File: src/rtl/t07_fpu_mult.sv
// Iterative IEEE-754 single-precision multiplier: unpack, 24-step shift-add
// mantissa multiply, normalise, round-to-nearest-even, pack.
module t07_fpu_mult #(
    parameter int MANT_W = 24,
    parameter int EXP_W  = 8,
    parameter int BIAS   = 127
) (
    input  logic                      clk,
    input  logic                      nrst,
    input  logic                      start,
    input  logic [EXP_W+MANT_W-1:0]   inA,
    input  logic [EXP_W+MANT_W-1:0]   inB,
    output logic                      busy,
    output logic                      done,
    output logic [EXP_W+MANT_W-1:0]   result,
    output logic                      sign,
    output logic                      overflow,
    output logic                      underflow,
    output logic                      invalid,
    output logic [2:0]                state_dbg
);
    // Handshake: start is a request sampled only in IDLE while done is low;
    // done is a one-cycle pulse and result/flags stay valid until the next accepted start.
    localparam int W      = EXP_W + MANT_W;
    localparam int FRAC_W = MANT_W - 1;
    localparam int PROD_W = 2 * MANT_W;
    localparam int EA_W   = EXP_W + 2;
    localparam int CNT_W  = $clog2(MANT_W + 1);
    localparam logic [EXP_W-1:0]        EXP_ONES  = {EXP_W{1'b1}};
    localparam logic signed [EA_W-1:0]  EXP_MAX_S = EA_W'(2 ** EXP_W - 1);
    localparam logic signed [EA_W-1:0]  EXP_MIN_S = '0;

    typedef enum logic [2:0] {
        S_IDLE   = 3'd0,
        S_UNPACK = 3'd1,
        S_MULT   = 3'd2,
        S_NORM   = 3'd3,
        S_ROUND  = 3'd4,
        S_DONE   = 3'd5
    } state_t;

    state_t                   state_q;
    logic [W-1:0]             a_q, b_q;
    logic [EXP_W-1:0]         ea_q, eb_q;
    logic                     psign_q, nan_q, inf_q, zero_q;
    logic [PROD_W-1:0]        mcand_q, acc_q;
    logic [MANT_W-1:0]        mplier_q;
    logic [CNT_W-1:0]         step_q;
    logic [FRAC_W-1:0]        mant_q;
    logic                     g_q, r_q, s_q;
    logic signed [EA_W-1:0]   exp_q;
    logic [W-1:0]             res_st_q;
    logic                     sgn_st_q, ovf_st_q, unf_st_q, inv_st_q;
    logic                     busy_q, done_q, sign_q, overflow_q, underflow_q, invalid_q;
    logic [W-1:0]             result_q;

    logic [EXP_W-1:0]  a_exp, b_exp;
    logic [FRAC_W-1:0] a_frac, b_frac;
    logic              a_zero, b_zero, a_inf, b_inf, a_nan, b_nan;

    assign a_exp  = a_q[W-2 -: EXP_W];
    assign b_exp  = b_q[W-2 -: EXP_W];
    assign a_frac = a_q[FRAC_W-1:0];
    assign b_frac = b_q[FRAC_W-1:0];
    assign a_zero = (a_exp == '0);
    assign b_zero = (b_exp == '0);
    assign a_inf  = (a_exp == EXP_ONES) && (a_frac == '0);
    assign b_inf  = (b_exp == EXP_ONES) && (b_frac == '0);
    assign a_nan  = (a_exp == EXP_ONES) && (a_frac != '0);
    assign b_nan  = (b_exp == EXP_ONES) && (b_frac != '0);

    // Normalisation: the product of two [1,2) mantissas lies in [1,4).
    logic [FRAC_W-1:0]       mant_d;
    logic                    g_d, r_d, s_d;
    logic signed [EA_W-1:0]  exp_d;

    always_comb begin
        exp_d = EA_W'({2'b00, ea_q}) + EA_W'({2'b00, eb_q}) - EA_W'(BIAS)
              + EA_W'(acc_q[PROD_W-1]);
        if (acc_q[PROD_W-1]) begin
            mant_d = acc_q[PROD_W-2 -: FRAC_W];
            g_d    = acc_q[MANT_W-1];
            r_d    = acc_q[MANT_W-2];
            s_d    = |acc_q[MANT_W-3:0];
        end else begin
            mant_d = acc_q[PROD_W-3 -: FRAC_W];
            g_d    = acc_q[MANT_W-2];
            r_d    = acc_q[MANT_W-3];
            s_d    = |acc_q[MANT_W-4:0];
        end
    end

    logic                    inc_d, carry_d;
    logic [FRAC_W-1:0]       mant_r_d;
    logic signed [EA_W-1:0]  exp_r_d;
    logic [W-1:0]            res_d;
    logic                    sgn_d, ovf_d, unf_d, inv_d;

    always_comb begin
        inc_d               = g_q & (r_q | s_q | mant_q[0]);
        {carry_d, mant_r_d} = {1'b0, mant_q} + {{FRAC_W{1'b0}}, inc_d};
        exp_r_d             = carry_d ? exp_q + EA_W'(1) : exp_q;
        res_d               = {psign_q, exp_r_d[EXP_W-1:0], mant_r_d};
        sgn_d               = psign_q;
        ovf_d               = 1'b0;
        unf_d               = 1'b0;
        inv_d               = 1'b0;
        if (nan_q) begin
            res_d = {1'b0, EXP_ONES, 1'b1, {(FRAC_W-1){1'b0}}};
            sgn_d = 1'b0;
            inv_d = 1'b1;
        end else if (inf_q) begin
            res_d = {psign_q, EXP_ONES, {FRAC_W{1'b0}}};
        end else if (zero_q) begin
            res_d = {psign_q, {(W-1){1'b0}}};
        end else if (exp_r_d >= EXP_MAX_S) begin
            res_d = {psign_q, EXP_ONES, {FRAC_W{1'b0}}};
            ovf_d = 1'b1;
        end else if (exp_r_d <= EXP_MIN_S) begin
            res_d = {psign_q, {(W-1){1'b0}}};
            unf_d = 1'b1;
        end
    end

    always_ff @(posedge clk) begin
        if (!nrst) begin
            state_q     <= S_IDLE;
            a_q         <= '0;
            b_q         <= '0;
            ea_q        <= '0;
            eb_q        <= '0;
            psign_q     <= 1'b0;
            nan_q       <= 1'b0;
            inf_q       <= 1'b0;
            zero_q      <= 1'b0;
            mcand_q     <= '0;
            acc_q       <= '0;
            mplier_q    <= '0;
            step_q      <= '0;
            mant_q      <= '0;
            g_q         <= 1'b0;
            r_q         <= 1'b0;
            s_q         <= 1'b0;
            exp_q       <= '0;
            res_st_q    <= '0;
            sgn_st_q    <= 1'b0;
            ovf_st_q    <= 1'b0;
            unf_st_q    <= 1'b0;
            inv_st_q    <= 1'b0;
            busy_q      <= 1'b0;
            done_q      <= 1'b0;
            result_q    <= '0;
            sign_q      <= 1'b0;
            overflow_q  <= 1'b0;
            underflow_q <= 1'b0;
            invalid_q   <= 1'b0;
        end else begin
            done_q <= 1'b0;
            case (state_q)
                S_IDLE: begin
                    // done_q high means this is the pulse cycle, where start is ignored
                    if (start && !done_q) begin
                        a_q         <= inA;
                        b_q         <= inB;
                        busy_q      <= 1'b1;
                        overflow_q  <= 1'b0;
                        underflow_q <= 1'b0;
                        invalid_q   <= 1'b0;
                        state_q     <= S_UNPACK;
                    end
                end
                S_UNPACK: begin
                    ea_q     <= a_exp;
                    eb_q     <= b_exp;
                    mcand_q  <= PROD_W'({~a_zero, a_frac});
                    mplier_q <= {~b_zero, b_frac};
                    acc_q    <= '0;
                    step_q   <= '0;
                    psign_q  <= a_q[W-1] ^ b_q[W-1];
                    nan_q    <= a_nan | b_nan | (a_zero & b_inf) | (a_inf & b_zero);
                    inf_q    <= a_inf | b_inf;
                    zero_q   <= a_zero | b_zero;
                    state_q  <= S_MULT;
                end
                S_MULT: begin
                    if (mplier_q[0]) begin
                        acc_q <= acc_q + mcand_q;
                    end
                    mplier_q <= mplier_q >> 1;
                    mcand_q  <= mcand_q << 1;
                    step_q   <= step_q + CNT_W'(1);
                    if (step_q == CNT_W'(MANT_W - 1)) begin
                        state_q <= S_NORM;
                    end
                end
                S_NORM: begin
                    mant_q  <= mant_d;
                    g_q     <= g_d;
                    r_q     <= r_d;
                    s_q     <= s_d;
                    exp_q   <= exp_d;
                    state_q <= S_ROUND;
                end
                S_ROUND: begin
                    res_st_q <= res_d;
                    sgn_st_q <= sgn_d;
                    ovf_st_q <= ovf_d;
                    unf_st_q <= unf_d;
                    inv_st_q <= inv_d;
                    state_q  <= S_DONE;
                end
                S_DONE: begin
                    done_q      <= 1'b1;
                    busy_q      <= 1'b0;
                    result_q    <= res_st_q;
                    sign_q      <= sgn_st_q;
                    overflow_q  <= ovf_st_q;
                    underflow_q <= unf_st_q;
                    invalid_q   <= inv_st_q;
                    state_q     <= S_IDLE;
                end
                default: state_q <= S_IDLE;
            endcase
        end
    end

    assign busy      = busy_q;
    assign done      = done_q;
    assign result    = result_q;
    assign sign      = sign_q;
    assign overflow  = overflow_q;
    assign underflow = underflow_q;
    assign invalid   = invalid_q;
    assign state_dbg = state_q;

endmodule

File: config.mk
export PLATFORM = sky130hd
export DESIGN_NAME = t07_fpu_mult
export DESIGN_NICKNAME = d
export VERILOG_FILES = /design/src/rtl/t07_fpu_mult.sv
export SDC_FILE = /design/constraint.sdc
export NUM_CORES = 1
export LEC_CHECK = 0
export ABC_AREA = 1
export BUFFER_PORTS_ARGS = -buffer_cell sky130_fd_sc_hd__buf_2
export CAP_MARGIN = 10
export CORE_MARGIN = 10
export CORE_UTILIZATION = 55
export DETAILED_ROUTE_END_ITERATION = 16
export GPL_TIMING_DRIVEN = 0
export PLACE_DENSITY_LB_ADDON = 0.15
export SYNTH_ARGS = -nofsm -noshare
export SYNTH_HDL_FRONTEND = slang
export SYNTH_SLANG_ARGS = --single-unit
File: constraint.sdc
create_clock -name clk -period 2.7 [get_ports clk]
set_clock_uncertainty 0.1 [all_clocks]
set_input_delay 0.81 -clock clk [delete_from_list [all_inputs] [get_ports clk]]
set_output_delay 0.81 -clock clk [all_outputs]
set_load 0.01 [all_outputs]
**After elaboration in Yosys (flattened, before gate mapping)**

Index checks and enable logic that the tools add are counted.
Widths: inputs -> output; s select.

- Output and inout bits: 41
- Bits of input ports: 67
- Word-level logic and storage cells: 120
- Flip-flop bits (word level): 322

- Equal/unequal tests: 11
- Bitwise operators: 13
- Order comparisons: 2
- Add/sub/neg operators: 7
- Reduce and logical (&&, ||, !) cells: 21
- Multiplexer cells: 36

Operators with widths:

| operator | count |
|---|---|
| $pmux 48 s2 | 2 |
| $mux 31 | 4 |
| $add 48x48->48 | 1 |
| $mux 48 | 1 |
| $pmux 24 s2 | 1 |
| $logic_not 23->1 | 2 |
| $reduce_bool 23->1 | 2 |
| $mux 32 | 1 |
| $add 23x1->24 | 1 |
| $mux 23 | 1 |
| $reduce_or 22->1 | 1 |
| $reduce_or 21->1 | 1 |
| $mux 1 | 17 |
| $eq 8x8->1 const B | 2 |
| $logic_not 8->1 | 2 |
| $pmux 3 s5 | 1 |
| $add 10x1->10 | 1 |
| $add 10x2->10 const B | 1 |
| $ge 10x9->1 const B | 1 |
| $le 10x1->1 const B | 1 |
| $mux 10 | 1 |
| $pmux 5 s2 | 1 |
| $sub 9x7->10 const B | 1 |
| $add 8x8->9 | 1 |
| other kinds (17) | 42 |

**Longest topological paths before layout**

Gate-level depths: netlist (run 1).

- Depth in word-level cells: 11
- Gate-level depth with buffers: 18
- Depth with buffers taken out: 16

**Least setup slack after synthesis (run 1)**

No wires, ideal clock.

- Kind: register to register
- From: reg acc_q[47]
- To: reg exp_q[8]
- Path buffers: 1
- Period minus slack after synthesis: 2,635 ps
- Data arrival time: 2,417 ps
- Data required time: 2,482 ps
- Slack: 65 ps
- Stages on the path, launching flop included: 17
- Setup time: 118 ps
- Cell sequence: dfxtp_1 > clkinv_1 > clkbuf_1 > ha_1 > inv_1 > ha_1 > inv_1 > fa_1 > o21ai_0 > nand2_1 > nand2_1 > a21o_1 > nand2_1 > nand2_1 > a21oi_1 > nor3_1 > nor2_1

- Longest elaborated chain between the ends: 1

Ends and longest elaborated chain:

| item | line | text |
|---|---|---|
| start: declaration | 46 | `logic [PROD_W-1:0] mcand_q, acc_q;` |
| start signal: assignment | 187 | `acc_q <= acc_q + mcand_q;` |
| $add 10x1->10 | 79 | `+ EA_W'(acc_q[PROD_W-1]);` |
| end signal: assignment | 201 | `exp_q <= exp_d;` |
| end: declaration | 51 | `logic signed [EA_W-1:0] exp_q;` |

No other way between the ends.
A chain may end at the register's enable or synchronous reset.

**Worst setup path after layout (run 1)**

- From: reg mcand_q[9]
- To: reg acc_q[30]

- Longest elaborated chain between the ends: 3

Ends and longest elaborated chain:

| item | line | text |
|---|---|---|
| start: declaration | 46 |  |
| start signal: assignment | 175 | `mcand_q <= PROD_W'({~a_zero, a_frac});` |
| start signal: assignment | 190 | `mcand_q <= mcand_q << 1;` |
| $add 48x48->48 | 187 |  |
| $mux 48 | 186 | `if (mplier_q[0]) begin` |
| $pmux 48 s2 | 159 | `case (state_q)` |

No other way between the ends. The select of a mux whose other input is x is not followed.

==> impl_summary.log, run 1 <==
[metrics] result of the run: finished, final reports clean
[metrics] data required time at the worst endpoint: 2.98 ns
[metrics] Post-Syn Nets: 2,634
[metrics] final worst hold slack: 0.356 ns
[metrics] antenna violations before repair: 0
[metrics] final max-slew violation count: 0
[metrics] I/O pin count: 108
[metrics] adder and majority cell fraction of the synthesized area: 5.13%
[metrics] Power Density: 767 nW/um2
[metrics] arrival time reported for the critical path endpoint: 2.86 ns
[metrics] asr flop ratio synth: 0%
[metrics] number of buffers inserted by hold repair at cts: 0
[metrics] maximum resistive drop on vdd: 0.000632 V
[metrics] Vias/cell: 5.69
[metrics] y dimension of the die: 195 um
[metrics] area share of xor/xnor cells in the synthesized design: 0.882%
[metrics] final weighted congestion in routability-driven placement: 1.02
[metrics] Starting DRT DRC Count: 1,487
[metrics] clk_lat worst skew: 0.52 ns
[metrics] Std-Cell Core Area: 30,400 um2
[metrics] static leakage: 8.05 nW
[metrics] wire length of the first global-routing pass: 86.6 mm
[metrics] unique cell type count in the Yosys netlist: 49
[metrics] via count of the first global-routing pass: 16,400
[metrics] fraction of synthesized area in multiplexers: 0%
[metrics] most common cell after layout, fill and taps aside: sky130_fd_sc_hd__nand2_1
[metrics] final hold vios: 0
[metrics] type of the setup path with the least slack: register to register
[metrics] endpoint class of the critical path: register
[metrics] buffer type at the clock tree root: sky130_fd_sc_hd__clkbuf_16
[metrics] Routed WL per cell: 18.0 um
[metrics] measured slew at the worst slew-check pin: 0.860 ns
[metrics] post-layout instance area: 19,400 um2
[metrics] clock-pin slew on the worst setup and hold paths: 0.06 ns
[metrics] half-perimeter wire length after detailed placement: 43.8 mm
[metrics] count of final setup violators: 0
[metrics] post-synthesis instance total: 2,499
[metrics] Via Count: 17,500
[metrics] number of placement rows: 64
[metrics] Post-route DRC: 0
[metrics] Compound-Gate Fraction of Synth Area: 20.3%
[metrics] warning count from the yosys run: 0
[metrics] instance area after placement: 17,900 um2
[metrics] total clock buffers created by CTS: 36
[metrics] total power: 14.8 mW
[metrics] number of levels in the clock H-tree: 2
[metrics] Simple-Gate Fraction of Synth Area: 27.5%
[metrics] dominant register cell in the synthesized netlist: sky130_fd_sc_hd__dfxtp_1
[metrics] # diodes: 0
[metrics] total negative slack: 0 ns
[metrics] routed wire length: 55.3 mm
[metrics] Slew Limit Headroom: 42.1%
[metrics] dominant combinational cell family by area after synthesis: simple AND/OR/NAND/NOR gates
[metrics] Avg Synthesized Cell Area: 6.76 um2
[metrics] first-pass iteration count of the detailed router: 6
[metrics] initial core utilization: 55.5%
[metrics] worst-path maximum fanout: 5
[metrics] type of the worst min-delay path: register to register
[metrics] ratio of cells with drive above 1 in the final layout: 9.52%
[metrics] synthesized cell area: 16,900 um2
[metrics] unrepaired setup endpoints after global routing: yes
[metrics] number of max-cap violations: 0
[metrics] achievable frequency: 387 MHz
[metrics] post-detailed-route count of antenna-violating nets: 0
[metrics] Die Area: 38,100 um2
[metrics] startpoint class of the critical path: register
[metrics] die width: 195 um
[metrics] TritonCTS clock tree: done
[metrics] final period utilization: 95.7%
[metrics] Port Buffers: 106
[metrics] global-route total usage across every layer: 27.6%
[metrics] sequential fraction of the synthesis area: 37.9%
[metrics] shortest period the worst path allows: 2.58 ns
[metrics] Area Overhead vs Synth: 14.7%
[metrics] post-synthesis register bit count: 320
[metrics] buffer depth of the longest clock path: 3
[metrics] global route overflow: 0
[metrics] fraction of the core area covered by cells at the end of the flow: 63.6%
[metrics] fin nets: 2,786
[metrics] number of enable flip-flop cells after synthesis: 0
[metrics] number of clock sinks seen by CTS: 320
[metrics] most frequent cells in the layout: sky130_fd_sc_hd__nand2_1, sky130_fd_sc_hd__nor2_1, sky130_fd_sc_hd__dfxtp_1, sky130_fd_sc_hd__a21oi_1, sky130_fd_sc_hd__inv_1
[metrics] largest net degree at the start of global routing: 18
==> worst max-delay path: stages, from the launching register on <==
cell and delay (ns):
sky130_fd_sc_hd__dfxtp_1 0.43, sky130_fd_sc_hd__ha_1 0.32, sky130_fd_sc_hd__a21oi_1 0.20, sky130_fd_sc_hd__o21ai_0 0.18
sky130_fd_sc_hd__a21oi_1 0.28, sky130_fd_sc_hd__o21ai_2 0.13, sky130_fd_sc_hd__buf_4 0.16, sky130_fd_sc_hd__nand2_1 0.05
sky130_fd_sc_hd__nand2_1 0.14, sky130_fd_sc_hd__or2_2 0.32, sky130_fd_sc_hd__nand3_1 0.08, sky130_fd_sc_hd__a21oi_1 0.07
==> logic make-up (layout without fill, tap and decap cells) <==
family / count (synthesis) / count (layout)
flops: 320 / 320
xor+xnor: 17 / 17
fa+ha+maj: 68 / 68
buf+inv: 365 / 545
compound gates: 619 / 619
simple gates: 1110 / 1110
==> final timing paths <==
check,start,end,slack [ns],depth (start not counted)
worst max register to register,mcand_q[9],acc_q[30],0.12,11
worst min register to register,res_st_q[5],result[5],0.36,2
worst max-delay path,mcand_q[9],acc_q[30],0.12,11
worst min-delay path,res_st_q[5],result[5],0.36,2
==> flip-flops by register name, indices dropped and copies added (netlist names), 10 cells and up <==
name and flops:
a_q 32, acc_q 48, b_q 32, exp_q 10
mant_q 23, mcand_q 48, mplier_q 24, res_st_q 32
result 31
==> where the power goes <==
group | leakage, nW | internal [mW] | total, mW | switching [mW]
Combinational | 4.83 | 1.17 | 3.91 | 2.74
Clock | 0.618 | 3.07 | 5.07 | 2.00
Sequential | 2.60 | 5.38 | 5.86 | 0.478
Total | 8.05 | 9.62 | 14.8 | 5.22
==> routing by layer <==
| metal | up-vias | GRT usage [%] | part of all wire [%] |
|---|---|---|---|
| met5 | - | 0 | 0 |
| met4 | 0 | 10.5 | 3.8 |
| met3 | 118 | 3.60 | 6.0 |
| met2 | 648 | 46.5 | 47 |
| met1 | 8074 | 35.3 | 43 |
| li1 | 8662 | - | - |
==> area by class of cell <==
| class | instances | area [um2] |
|---|---|---|
| fillers | 2863 | 11100 |
| multi-input cells | 1814 | 9190 |
| flip-flops and latches | 320 | 6410 |
| clock buffers | 49 | 1060 |
| inverters | 250 | 945 |
| repair buffers | 115 | 598 |
| well taps | 396 | 495 |
| plain buffers | 114 | 477 |
| clock inverters | 17 | 186 |
==> synthesized netlist by cell type (all sizes together) (19+ instances only) <==
| library cell | instances | area, um2 |
|---|---|---|
| buf | 19 | 109 |
| nand3 | 125 | 626 |
| nor3 | 32 | 165 |
| nor2 | 391 | 1500 |
| nand2 | 484 | 1850 |
| clkbuf | 96 | 360 |
| a21oi | 272 | 1360 |
| a31oi | 32 | 200 |
| nand4 | 43 | 269 |
| ha | 66 | 826 |
| dfxtp | 320 | 6410 |
| inv | 244 | 916 |
| a221oi | 43 | 377 |
| o21ai | 229 | 1150 |
==> repair_timing <==
item	4_1_cts	5_1_grt
cloned	0	0
resized for setup	17	32
setup buffers	3	6
setup endpoints to repair	107	108
pin swaps	2	4
==> stage by stage <==
stage | setup slack [ns] | cells
finish | 0.117 | 3075
detailed placement | -0.946 | 3001
global route | -0.0461 | 3075
floorplan | 0.0646 | 2499
CTS | 0.0253 | 3069
global placement | -0.982 | 3001
No activity file was read; power rests on OpenSTA's default activity.
==> run 2: changes to the inputs <==
- SETUP_SLACK_MARGIN: default -> 0.2
==> run 2 against run 1 <==
  * Combinational power grew 5%
  * Hold slack gained 0.011 ns
  * Non-clock buffer count grew 13
  * Sequential cell count is the same
  * Maximum frequency grew 2.5%
  * Clock power shrank 8.7%
  * Clock-buffer cell count grew 3
  * Die area is the same
  * Critical endpoint is now acc_q[21]
  * Power shrank 1.5%
  * Sequential power is essentially flat
==> impl_summary.log, run 2 (same netlist as run 1, synthesis figures left out) <==
[metrics] post-detailed-route count of antenna-violating nets: 0 (unchanged)
[metrics] unrepaired setup endpoints after global routing: yes (unchanged)
[metrics] placed cell count: 3,001 (unchanged)
[metrics] buffer depth of the longest clock path: 3 (unchanged)
[metrics] post-layout instance area: 19,700 um2 (was 19,400 um2)
[metrics] number of max-cap violations: 0 (unchanged)
[metrics] Starting DRT DRC Count: 1,532 (was 1,487)
[metrics] arrival time reported for the critical path endpoint: 2.79 ns (was 2.86 ns)
[metrics] measured slew at the worst slew-check pin: 0.947 ns (was 0.860 ns)
[metrics] startpoint of the worst-slack reg-to-reg timing path: mcand_q[20] (was mcand_q[9])
[metrics] most frequent cells in the layout: sky130_fd_sc_hd__nand2_1, sky130_fd_sc_hd__nor2_1, sky130_fd_sc_hd__dfxtp_1, sky130_fd_sc_hd__a21oi_1, sky130_fd_sc_hd__inv_1 (unchanged)
[metrics] startpoint class of the critical path: register (unchanged)
[metrics] y dimension of the die: 195 um (unchanged)
[metrics] Area Overhead vs Synth: 16.4% (was 14.7%)
[metrics] initial core utilization: 55.5% (unchanged)
[metrics] half-perimeter wire length after detailed placement: 44.6 mm (was 43.8 mm)
[metrics] worst-path maximum fanout: 4 (was 5)
[metrics] startpoint of the lowest-slack hold path: res_st_q[16] (was res_st_q[5])
[metrics] wire length of the first global-routing pass: 89.3 mm (was 86.6 mm)
[metrics] endpoint class of the critical path: register (unchanged)
[metrics] # diodes: 0 (unchanged)
[metrics] Port Buffers: 106 (unchanged)
[metrics] TritonCTS clock tree: done (unchanged)
[metrics] Vias/cell: 5.70 (was 5.69)
[metrics] ratio of cells with drive above 1 in the final layout: 12.8% (was 9.52%)
[metrics] number of placement rows: 64 (unchanged)
[metrics] fin nets: 2,798 (was 2,786)
[metrics] Die Area: 38,100 um2 (unchanged)
[metrics] final period utilization: 93.3% (was 95.7%)
[metrics] maximum resistive drop on vdd: 0.000637 V (was 0.000632 V)
[metrics] clk_lat worst skew: 0.52 ns (about the same)
[metrics] shortest period the worst path allows: 2.52 ns (was 2.58 ns)
[metrics] global route overflow: 0 (unchanged)
[metrics] most common cell after layout, fill and taps aside: sky130_fd_sc_hd__nand2_1 (unchanged)
[metrics] instance area after placement: 17,900 um2 (about the same)
[metrics] type of the worst min-delay path: register to register (unchanged)
[metrics] achievable frequency: 397 MHz (was 387 MHz)
[metrics] total clock buffers created by CTS: 35 (was 36)
[metrics] result of the run: finished, final reports clean (unchanged)
[metrics] final worst hold slack: 0.367 ns (was 0.356 ns)
[metrics] Std-Cell Core Area: 30,400 um2 (unchanged)
[metrics] final weighted congestion in routability-driven placement: 1.03 (was 1.02)
[metrics] data required time at the worst endpoint: 2.97 ns (was 2.98 ns)
[metrics] number of buffers inserted by hold repair at cts: 0 (unchanged)
[metrics] clock-pin slew on the worst setup and hold paths: 0.06 ns (about the same)
[metrics] Slew Limit Headroom: 36.3% (was 42.1%)
[metrics] buffer type at the clock tree root: sky130_fd_sc_hd__clkbuf_16 (unchanged)
[metrics] final hold vios: 0 (unchanged)
[metrics] final max-slew violation count: 0 (unchanged)
[metrics] via count of the first global-routing pass: 17,100 (was 16,400)
[metrics] Critical Path Source: mcand_q[20] (was mcand_q[9])
[metrics] multi-input gate area in the final layout: 9470 um2 (was 9190 um2)
[metrics] antenna violations before repair: 0 (unchanged)
[metrics] Post-route DRC: 0 (unchanged)
[metrics] Layout Cells excl Fill: 3,084 (was 3,075)
[metrics] number of levels in the clock H-tree: 2 (unchanged)
[metrics] global-route total usage across every layer: 28.4% (was 27.6%)
[metrics] Power Density: 743 nW/um2 (was 767 nW/um2)
[metrics] total area of sequential cells: 6420 um2 (was 6410 um2)
[metrics] fraction of the core area covered by cells at the end of the flow: 64.6% (was 63.6%)
[metrics] number of clock sinks seen by CTS: 320 (unchanged)
[metrics] I/O pin count: 108 (unchanged)
[metrics] count of fill cells added during filler insertion: 2,793 (was 2,863)
[metrics] count of final setup violators: 0 (unchanged)
[metrics] first-pass iteration count of the detailed router: 6 (unchanged)
[metrics] static leakage: 8.09 nW (was 8.05 nW)
[metrics] Routed WL per cell: 18.4 um (was 18.0 um)
[metrics] die width: 195 um (unchanged)
[metrics] type of the setup path with the least slack: register to register (unchanged)
[metrics] routed wire length: 56.6 mm (was 55.3 mm)
[metrics] Via Count: 17,600 (was 17,500)
[metrics] largest net degree at the start of global routing: 14 (was 18)
[metrics] largest registers: acc_q (48), mcand_q (48) (unchanged)
## run 2: cell count changes in the layout (fill, tap and decap cells not counted), moves of 11 or more
cell / delta
sky130_fd_sc_hd__nor2_2: +13
sky130_fd_sc_hd__a21oi_1: -17
sky130_fd_sc_hd__dfxtp_1: -11
sky130_fd_sc_hd__o21ai_1: +12
sky130_fd_sc_hd__nor2_1: -15
sky130_fd_sc_hd__o21ai_0: -15
sky130_fd_sc_hd__clkbuf_2: +11
sky130_fd_sc_hd__a21oi_2: +17
sky130_fd_sc_hd__dfxtp_2: +11
## run 2: power breakdown
group	switching, mW	total [mW]	leakage (nW)	internal [mW]
registers	0.499	5.89	2.61	5.39
clock network	1.94	4.63	0.552	2.69
logic	2.80	4.10	4.93	1.29
## run 2: layout make-up
cell class	instances	share of cell area (%)
buffer	115	2.63
clock buffer	52	5.29
clock inverter	10	0.375
inverter	250	4.80
multi-input combinational	1814	48.1
sequential	320	32.7
tap	396	2.52
timing repair buffer	127	3.56
## run 2: final timing paths
check                 endpoint  slack (ns)  cells past startpoint
hold reg to reg   res_st_q[16]        0.37                      2
hold / removal    res_st_q[16]        0.37                      2
setup reg to reg     acc_q[21]        0.18                     11
setup / recovery     acc_q[21]        0.18                     11
## run 2: what timing repair did
action | CTS | global route
gates resized for setup | 37 | 129
buffers inserted | 10 | 11
pin swaps | 6 | 14
hold endpoints to repair | 0 | 0
setup endpoints to repair | 150 | 181
## run 2: per-stage QoR
| step | total power, mW | setup TNS, ns | setup slack (ns) |
|---|---|---|---|
| global placement | 9.58 | -77.09 | -1.07 |
| floorplan | 8.44 | 0 | 0.204 |
| finish | 14.6 | 0 | 0.181 |
| global route | 15.3 | 0 | 0.0972 |
| CTS | 14.3 | 0 | 0.203 |
| detailed placement | 9.70 | -74.12 | -1.09 |
## run 2: critical path, cell delays in order, from the launching register on
cell and delay [ns]:
sky130_fd_sc_hd__dfxtp_1 0.35, sky130_fd_sc_hd__ha_1 0.37, sky130_fd_sc_hd__nand2_1 0.10, sky130_fd_sc_hd__nor2_1 0.17, sky130_fd_sc_hd__inv_1 0.08, sky130_fd_sc_hd__nor2_1 0.14, sky130_fd_sc_hd__inv_1 0.11, sky130_fd_sc_hd__nor4_2 0.28
sky130_fd_sc_hd__a21oi_1 0.20, sky130_fd_sc_hd__or2_2 0.32, sky130_fd_sc_hd__nand3_1 0.07, sky130_fd_sc_hd__a21oi_1 0.07
## run 2: metal layers
layer  vias to the layer above  share of wire [%]  GRT usage (%)
met5                         -                  0              0
li1                       8692                  -              -
met3                       118                5.8           3.89
met4                         0                4.1           11.7
met1                      8219                 43           36.1
met2                       558                 47           47.5
==> run 3: changes to the inputs <==
- CORE_MARGIN: 10 -> 2
==> run 3 against run 2 <==
  * Register-to-register slack better by 0.07 ns
  * Sequential share of layout area hardly changed
  * Non-clock buffer count is 1 higher
  * Critical endpoint is now acc_q[19]
==> impl_summary.log, run 3 (same netlist as run 1, synthesis figures left out) <==
[metrics] final weighted congestion in routability-driven placement: 1.00 (was 1.03)
[metrics] Slew Limit Headroom: 42.8% (was 36.3%)
[metrics] number of clock sinks seen by CTS: 320 (unchanged)
[metrics] post-route worst setup slack: 0.254 ns (was 0.181 ns)
[metrics] count of fill cells added during filler insertion: 2,867 (was 2,793)
[metrics] maximum resistive drop on vdd: 0.000569 V (was 0.000637 V)
[metrics] number of max-cap violations: 0 (unchanged)
[metrics] Layout Cells excl Fill: 3,082 (was 3,084)
[metrics] result of the run: finished, final reports clean (unchanged)
[metrics] worst-path maximum fanout: 5 (was 4)
[metrics] arrival time reported for the critical path endpoint: 2.72 ns (was 2.79 ns)
[metrics] ratio of cells with drive above 1 in the final layout: 12.5% (was 12.8%)
[metrics] half-perimeter wire length after detailed placement: 42.7 mm (was 44.6 mm)
[metrics] y dimension of the die: 179 um (was 195 um)
[metrics] buffer depth of the longest clock path: 3 (unchanged)
[metrics] Via Count: 17,500 (was 17,600)
[metrics] critical path's largest stage delay: 0.37 ns (about the same)
[metrics] static leakage: 8.08 nW (was 8.09 nW)
[metrics] most common cell after layout, fill and taps aside: sky130_fd_sc_hd__nand2_1 (unchanged)
[metrics] measured slew at the worst slew-check pin: 0.851 ns (was 0.947 ns)
[metrics] final period utilization: 90.6% (was 93.3%)
[metrics] Std-Cell Core Area: 30,400 um2 (unchanged)
[metrics] startpoint of the worst-slack reg-to-reg timing path: mcand_q[7] (was mcand_q[20])
[metrics] data required time at the worst endpoint: 2.97 ns (about the same)
[metrics] largest net degree at the start of global routing: 14 (unchanged)
[metrics] Starting DRT DRC Count: 1,287 (was 1,532)
[metrics] worst slack at placement: -0.863 ns (was -1.09 ns)
[metrics] placed cell count: 3,001 (unchanged)
[metrics] type of the setup path with the least slack: register to register (unchanged)
[metrics] buffer type at the clock tree root: sky130_fd_sc_hd__clkbuf_16 (unchanged)
[metrics] endpoint class of the critical path: register (unchanged)
[metrics] initial core utilization: 55.5% (unchanged)
[metrics] clk_lat worst skew: 0.52 ns (about the same)
[metrics] total clock buffers created by CTS: 35 (unchanged)
[metrics] routed wire length: 54.3 mm (was 56.6 mm)
[metrics] post-detailed-route count of antenna-violating nets: 0 (unchanged)
[metrics] fin nets: 2,799 (was 2,798)
[metrics] clock-pin slew on the worst setup and hold paths: 0.05 ns (was 0.06 ns)
[metrics] Critical Path, Cell by Cell: ha_1 -> nand2_1 -> nor2_1 -> inv_1 -> nor3_1 -> nand2_1 -> nand2_2 -> a21oi_1 -> or2_2 -> nand3_1 -> a21oi_1 (was ha_1 -> nand2_1 -> nor2_1 -> inv_1 -> nor2_1 -> inv_1 -> nor4_2 -> a21oi_1 -> or2_2 -> nand3_1 -> a21oi_1)
[metrics] count of final setup violators: 0 (unchanged)
[metrics] unrepaired setup endpoints after global routing: yes (unchanged)
[metrics] wire length of the first global-routing pass: 83.3 mm (was 89.3 mm)
[metrics] global-route total usage across every layer: 33.1% (was 28.4%)
[metrics] global route overflow: 0 (unchanged)
[metrics] total negative slack: 0 ns (unchanged)
[metrics] Post-route DRC: 0 (unchanged)
[metrics] most frequent cells in the layout: sky130_fd_sc_hd__nand2_1, sky130_fd_sc_hd__nor2_1, sky130_fd_sc_hd__dfxtp_1, sky130_fd_sc_hd__a21oi_1, sky130_fd_sc_hd__inv_1 (unchanged)
[metrics] final hold vios: 0 (unchanged)
[metrics] die width: 179 um (was 195 um)
[metrics] Vias/cell: 5.68 (was 5.70)
[metrics] Port Buffers: 106 (unchanged)
[metrics] final max-slew violation count: 0 (unchanged)
[metrics] TritonCTS clock tree: done (unchanged)
[metrics] Critical Path Source: mcand_q[7] (was mcand_q[20])
[metrics] number of levels in the clock H-tree: 2 (unchanged)
[metrics] Area Overhead vs Synth: 16.5% (was 16.4%)
[metrics] number of placement rows: 64 (unchanged)
[metrics] via count of the first global-routing pass: 16,000 (was 17,100)
[metrics] antenna violations before repair: 0 (unchanged)
[metrics] final worst hold slack: 0.361 ns (was 0.367 ns)
[metrics] first-pass iteration count of the detailed router: 6 (unchanged)
[metrics] largest registers: acc_q (48), mcand_q (48) (unchanged)
[metrics] Routed WL per cell: 17.6 um (was 18.4 um)
[metrics] number of buffers inserted by hold repair at cts: 0 (unchanged)
[metrics] Power Density: 741 nW/um2 (was 743 nW/um2)
[metrics] type of the worst min-delay path: register to register (unchanged)
[metrics] # diodes: 0 (unchanged)
[metrics] cell with the largest stage delay on the worst path: sky130_fd_sc_hd__ha_1 (unchanged)
[metrics] shortest period the worst path allows: 2.45 ns (was 2.52 ns)
[metrics] startpoint class of the critical path: register (unchanged)
[metrics] startpoint of the lowest-slack hold path: res_st_q[13] (was res_st_q[16])
[metrics] total power: 14.6 mW (about the same)
[metrics] achievable frequency: 409 MHz (was 397 MHz)
[metrics] Die Area: 32,100 um2 (was 38,100 um2)
[metrics] I/O pin count: 108 (unchanged)
run 3: changes by cell type in the layout (fill, tap and decap cells not counted), moves of 3 or more:
cell	delta
sky130_fd_sc_hd__buf_4	+3
sky130_fd_sc_hd__clkbuf_8	-5
sky130_fd_sc_hd__dfxtp_1	-3
sky130_fd_sc_hd__a21oi_2	-10
sky130_fd_sc_hd__o21ai_1	-4
sky130_fd_sc_hd__o21ai_0	+4
sky130_fd_sc_hd__nor2_2	+4
sky130_fd_sc_hd__a21oi_1	+9
run 3: stage by stage:
step / utilization [%] / area (um2)
after detailed placement: 58.9 / 17900
after CTS: 63.2 / 19200
after floorplan: - / 16900
after global routing: 64.6 / 19700
after global placement: 58.9 / 17900
final: 64.6 / 19700
run 3: area by class of cell:
| cell class | instances | area [um2] | share of cell area, % |
|---|---|---|---|
| clock buffer | 48 | 976 | 4.96 |
| buffer | 115 | 508 | 2.58 |
| multi-input combinational | 1814 | 9480 | 48.2 |
| sequential | 320 | 6430 | 32.7 |
| timing repair buffer | 128 | 708 | 3.60 |
| tap | 396 | 495 | 2.52 |
| clock inverter | 11 | 125 | 0.636 |
| inverter | 250 | 946 | 4.81 |
run 3: final timing paths:
| kind | to | slack (ns) | depth (start not counted) |
|---|---|---|---|
| worst max-delay path | acc_q[19] | 0.25 | 11 |
| worst min-delay path | result[13] | 0.36 | 2 |
| worst max register to register | acc_q[19] | 0.25 | 11 |
| worst min register to register | result[13] | 0.36 | 2 |
run 3: worst max-delay path, delay by kind of cell, from the launching register on:
| family | cells | cell delay (ns) |
|---|---|---|
| buffers and inverters | 1 | 0.08 |
| adders and majority gates | 1 | 0.37 |
| and+or+nand+nor | 7 | 1.19 |
| DFF | 1 | 0.36 |
| AOI/OAI and AO/OA | 2 | 0.19 |
run 3: what timing repair did:
| action | CTS | global route |
|---|---|---|
| pin swaps | 7 | 14 |
| setup buffers | 9 | 13 |
| hold endpoints to repair | 0 | 0 |
| endpoints found under the setup margin | 148 | 162 |
| gates resized for setup | 42 | 113 |
| gates cloned | 0 | 0 |
run 3: report_power, final:
part / internal (mW) / switching (mW) / leakage (nW)
Combinational: 1.27 / 2.77 / 4.94
Sequential: 5.39 / 0.483 / 2.61
Clock: 2.73 / 1.93 / 0.535
Total: 9.39 / 5.18 / 8.08
run 3: layer usage:
metal	global-route usage (%)	share of wire [%]
met3	3.63	5.9
met4	13.0	4.5
met5	0	0
met1	42.7	43
met2	56.5	46
